**src/rtl/guesser_pkg.sv**
```systemverilog
// guesser_pkg: shared widths, limits and FSM state encoding for auto_guesser
package guesser_pkg;
  localparam int GUESS_W          = 8;
  localparam int ATT_W            = 4;
  localparam int MAX_ATTEMPTS     = 9;
  localparam int RESP_LAT_DEFAULT = 3;
  typedef enum logic [2:0] {
    S_IDLE  = 3'd0,
    S_GUESS = 3'd1,
    S_WAIT  = 3'd2,
    S_EVAL  = 3'd3,
    S_DONE  = 3'd4,
    S_FAIL  = 3'd5
  } state_e;
endpackage

```
**src/rtl/auto_guesser_resp_timer.sv**
```systemverilog
// resp_timer: loadable down-counter timing the oracle response latency
module resp_timer (
  input  logic       clk,
  input  logic       reset,
  input  logic       load,
  input  logic       dec,
  input  logic [3:0] load_val,
  output logic       expired,
  output logic       expiring
);
  logic [3:0] cnt_q, cnt_d;
  // load wins over decrement; the counter rests at zero
  always_comb begin
    cnt_d = load ? load_val : (dec && cnt_q != 4'd0) ? cnt_q - 4'd1 : cnt_q;
  end
  // count register
  always_ff @(posedge clk or posedge reset) begin
    if (reset) cnt_q <= 4'd0;
    else       cnt_q <= cnt_d;
  end
  assign expired  = cnt_q == 4'd0;
  assign expiring = dec && cnt_q == 4'd1;
endmodule

```
**src/rtl/auto_guesser.sv**
```systemverilog
// auto_guesser: binary-search FSM that finds an oracle's secret byte
module auto_guesser
  import guesser_pkg::*;
#(
  parameter int RESP_LAT = RESP_LAT_DEFAULT
) (
  input  logic               clk,
  input  logic               reset,
  input  logic               i_start,
  output logic [GUESS_W-1:0] o_guess,
  output logic               o_enter,
  input  logic               i_over,
  input  logic               i_under,
  input  logic               i_equal,
  output logic               o_done,
  output logic               o_error,
  output logic [GUESS_W-1:0] o_found,
  output logic [ATT_W-1:0]   o_attempts
);
  state_e             state_q, state_d;
  logic [GUESS_W-1:0] lo_q, lo_d, hi_q, hi_d, guess_q, guess_d, found_q, found_d;
  logic [ATT_W-1:0]   att_q, att_d;
  logic [GUESS_W:0]   sum;
  logic [GUESS_W-1:0] mid;
  logic [1:0]         nflags;
  logic               load, dec, expired, expiring;
  assign sum    = {1'b0, lo_q} + {1'b0, hi_q};
  assign mid    = sum[GUESS_W:1];
  assign nflags = {1'b0, i_over} + {1'b0, i_under} + {1'b0, i_equal};
  resp_timer u_timer (
    .clk      (clk),
    .reset    (reset),
    .load     (load),
    .dec      (dec),
    .load_val (4'(RESP_LAT)),
    .expired  (expired),
    .expiring (expiring)
  );
  // next-state and datapath updates; exactly one flag must be asserted at evaluation
  always_comb begin
    state_d = state_q;
    lo_d    = lo_q;
    hi_d    = hi_q;
    guess_d = guess_q;
    att_d   = att_q;
    found_d = found_q;
    load    = 1'b0;
    dec     = 1'b0;
    case (state_q)
      S_IDLE, S_DONE, S_FAIL: if (i_start) begin
        lo_d    = '0;
        hi_d    = '1;
        att_d   = '0;
        state_d = S_GUESS;
      end
      S_GUESS: begin
        guess_d = mid;
        att_d   = (att_q == '1) ? att_q : att_q + 1'b1;
        load    = 1'b1;
        state_d = S_WAIT;
      end
      S_WAIT: begin
        dec     = 1'b1;
        state_d = (expiring || expired) ? S_EVAL : S_WAIT;
      end
      S_EVAL: begin
        if (nflags != 2'd1) state_d = S_FAIL;
        else if (i_equal) begin
          found_d = guess_q;
          state_d = S_DONE;
        end
        else if (att_q >= ATT_W'(MAX_ATTEMPTS)) state_d = S_FAIL;
        else if (i_over) begin
          hi_d    = guess_q - 1'b1;
          state_d = (guess_q == lo_q) ? S_FAIL : S_GUESS;
        end
        else begin
          lo_d    = guess_q + 1'b1;
          state_d = (guess_q == hi_q) ? S_FAIL : S_GUESS;
        end
      end
      default: state_d = S_IDLE;
    endcase
  end
  // state and datapath registers
  always_ff @(posedge clk or posedge reset) begin
    if (reset) begin
      state_q <= S_IDLE;
      lo_q    <= '0;
      hi_q    <= '1;
      guess_q <= '0;
      att_q   <= '0;
      found_q <= '0;
    end
    else begin
      state_q <= state_d;
      lo_q    <= lo_d;
      hi_q    <= hi_d;
      guess_q <= guess_d;
      att_q   <= att_d;
      found_q <= found_d;
    end
  end
  assign o_enter    = state_q == S_GUESS;
  assign o_guess    = o_enter ? mid : guess_q;
  assign o_done     = state_q == S_DONE;
  assign o_error    = state_q == S_FAIL;
  assign o_found    = found_q;
  assign o_attempts = att_q;
endmodule
```
**config.mk**
```make
export PLATFORM = sky130hd
export DESIGN_NAME = auto_guesser
export DESIGN_NICKNAME = d
export VERILOG_FILES = /design/src/rtl/guesser_pkg.sv /design/src/rtl/auto_guesser_resp_timer.sv /design/src/rtl/auto_guesser.sv
export SDC_FILE = /design/constraint.sdc
export NUM_CORES = 1
export LEC_CHECK = 0
export BUFFER_PORTS_ARGS = -buffer_cell sky130_fd_sc_hd__buf_4
export CORE_MARGIN = 4
export CORE_UTILIZATION = 50
export CTS_BUF_LIST = sky130_fd_sc_hd__clkbuf_4
export CTS_CLUSTER_DIAMETER = 100
export DETAILED_ROUTE_END_ITERATION = 10
export PLACE_DENSITY = 0.7
export SLEW_MARGIN = 20
export SYNTH_ARGS = -nofsm -noshare
export SYNTH_HDL_FRONTEND = slang
export SYNTH_HIERARCHICAL = 1
export SYNTH_SLANG_ARGS = --single-unit
```
**constraint.sdc**
```tcl
create_clock -name clk -period 2.93 [get_ports clk]
set_input_delay 0.4395 -clock clk [delete_from_list [all_inputs] [get_ports clk]]
set_output_delay 0.4395 -clock clk [all_outputs]
set_load 0.1 [all_outputs]
```
==> run summary <==
outcome: finished clean
Data required, critical path: 2.49 ns
Worst Skew: 0.00512 ns
Final HPWL DP: 4350 µm
count leader, synth: dfrtp_1
Tcrit/Tclk final: 0.952
Area contributors post-synth: dfrtp_1 32%, dfstp_2 7.7%, ha_1 6.4%, xnor2_1 5.1%, nand2_1 3.7%
Die W: 82.1 µm
CP arrival: 2.35 ns
Final Net Count: 345
Mapped Cells: 292
first-pass GRT wire length: 10300 µm
GP Congestion: 0.849
layout cells sized above 1: 0.253
num rows: 26
Synthesis Warnings: 6
IO buf count: 28
core footprint: 5200 µm²
asr flop ratio synth: 1.00
busiest layer in global routing: met2
Hold Path Class: input pin to register
Commonest cells post-synth: 35 x dfrtp_1, 27 x nand2_1, 25 x nor2_1, 16 x inv_1, 16 x xnor2_1
CTS tree: done
total track usage: 0.203
Tmin final: 2.79 ns
number of DRC markers in iteration 0: 97
Initial Util: 0.528
CTS buffer count: 5
Residual DRC: 0
wire length per cell: 15.5 µm
diode count: 0
detail-routed via count per cell: 5.45
area grow syn2layout: 19.4%
M3 GR Usage: 0.0390
DR pass1 iterations: 4
clk buf depth: 2
htree depth: 2
Clock Latency Late Sink: 0.37 ns
pins over their slew limit: 0
TNS Setup: 0 ns
area of the multi-input gates: 1660 µm²
post-synth top area share: 0.319
placed cell areas: 3080 µm²
Design Area, Final: 3280 µm²
Max Cap Viol: 0
Slew @ Worst Pin: 0.597 ns
top_reg_cell synth: dfrtp_1
Fin. Hold Viols: 0
crit path kind: register to output port
antenna-violating nets left: 0
chip height: 82.1 µm
CTS Sinks: 43
number of global-route vias before repair: 2070
register area: 1090 µm²
Post-Place Setup Slack: 0.240 ns
unrepaired setup endpoints after global routing: no
FMAX: 358 MHz
final setup margin: 0.140 ns
met1 GRT Util: 0.277
Overflow after GRT: 0
Finish-stage setup viols: 0
Crit. End Element: output port
die area: 6750 µm²
Mean Syn Cell Area: 9.41 µm²
M2 GR Usage: 0.322
hold depth: 3
Rel. slew slack: 0.601
post-synthesis sequential area ratio: 0.395
largest net degree at the start of global routing: 40
final hold slack: 0.355 ns
final-layout fill cell count: 437
initial antenna violation count: 0
reg-to-reg setup timing slack: 0.79 ns
startpoint type of the worst setup path: register
vias: 2149
Worst-path clk slew: 0.13 ns
EDFF count, synth: 0
Root Buffer: clkbuf_4
number of library cell types mapped by synthesis: 51
Critical Path Fanout Max: 3
top-level I/O count: 29
Yosys reg bits: 43
Synth Cell Area: 2750 µm²
aggregate routed wire length: 6120 µm
Synth area leader: dfrtp_1
r2r worst-path depth: 6
-- cells in the final DEF, fill, tap and decap left out, types with 10 or more instances in the layout --
cell     Yosys  final
buf_4        0     30
a21oi_1     13     10
dfrtp_1     35     35
xnor2_1     16     16
nor3_1      11     11
ha_1        14     12
nor2_1      25     25
mux2i_1     10     10
inv_1       16     16
nand2_1     27     27
-- final cells by class --
type / count / area share
Multi-Input combinational cell: 223 / 0.505
Tap cell: 70 / 0.0267
Clock buffer: 5 / 0.0114
Sequential cell: 43 / 0.331
Timing Repair Buffer: 34 / 0.0873
Inverter: 16 / 0.0183
Clock inverter: 3 / 0.0206
-- through the flow --
| stage | instances | utilization |
|---|---|---|
| 4_1_cts | 393 | 0.620 |
| 6_report | 394 | 0.631 |
| 2_1_floorplan | 294 | - |
| 5_1_grt | 394 | 0.631 |
| 3_5_place_dp | 384 | 0.593 |
| 3_3_place_gp | 384 | 0.593 |
-- worst max-delay path: stages (launching register included) --
cell	delay, ns
dfrtp_1	0.43
and2_1	0.17
fa_1	0.40
a21o_1	0.19
a21oi_2	0.17
nor2b_1	0.10
o21bai_2	0.20
a21oi_4	0.07
buf_4	0.24
-- cells by family (layout without fill, tap and decap cells) --
kind of cell / count (synthesis) / count (layout) / share of synthesized area
other: 2 / 4 / 0.00273
flip-flops: 43 / 43 / 0.395
adder cells (fa/ha/maj): 16 / 16 / 0.0783
AO/OA/AOI/OAI: 56 / 56 / 0.140
AND/OR/NAND/NOR: 104 / 104 / 0.193
XOR/XNOR: 25 / 25 / 0.0797
buffers and inverters: 28 / 58 / 0.0423
multiplexers: 18 / 18 / 0.0692
-- per-layer routing --
metal  part of all wire  wire length (µm)
met2               0.47              2870
met1               0.47              2860
met4              0.014                87
met5                  0                 0
met3              0.049               297
-- registers in the layout, summed over array words and instances (netlist names) --
register       count
o_found            8
u_timer/cnt_q      4
state_q            3
guess_q            8
lo_q               8
o_attempts         4
hi_q               8
-- what timing repair did --
action                                  CTS  global route
gates resized for setup                   8             7
pin swaps                                 0             4
endpoints found under the setup margin    4             5
setup buffers                             0             1
hold buffers                              1             0
hold endpoints to repair                  4             0
-- final timing paths --
path                               start               end
setup / recovery                 lo_q[0]        o_guess[7]
hold / removal                   i_start        state_q[2]
setup reg to reg           o_attempts[1]           lo_q[6]
hold reg to reg               state_q[2]        state_q[1]
max in group asynchronous          reset           hi_q[5]
min in group asynchronous          reset  u_timer/cnt_q[1]
Power is left out: the tool's default activity adds up to more than one toggle a clock period on the data nets, which glitch-free logic cannot reach.
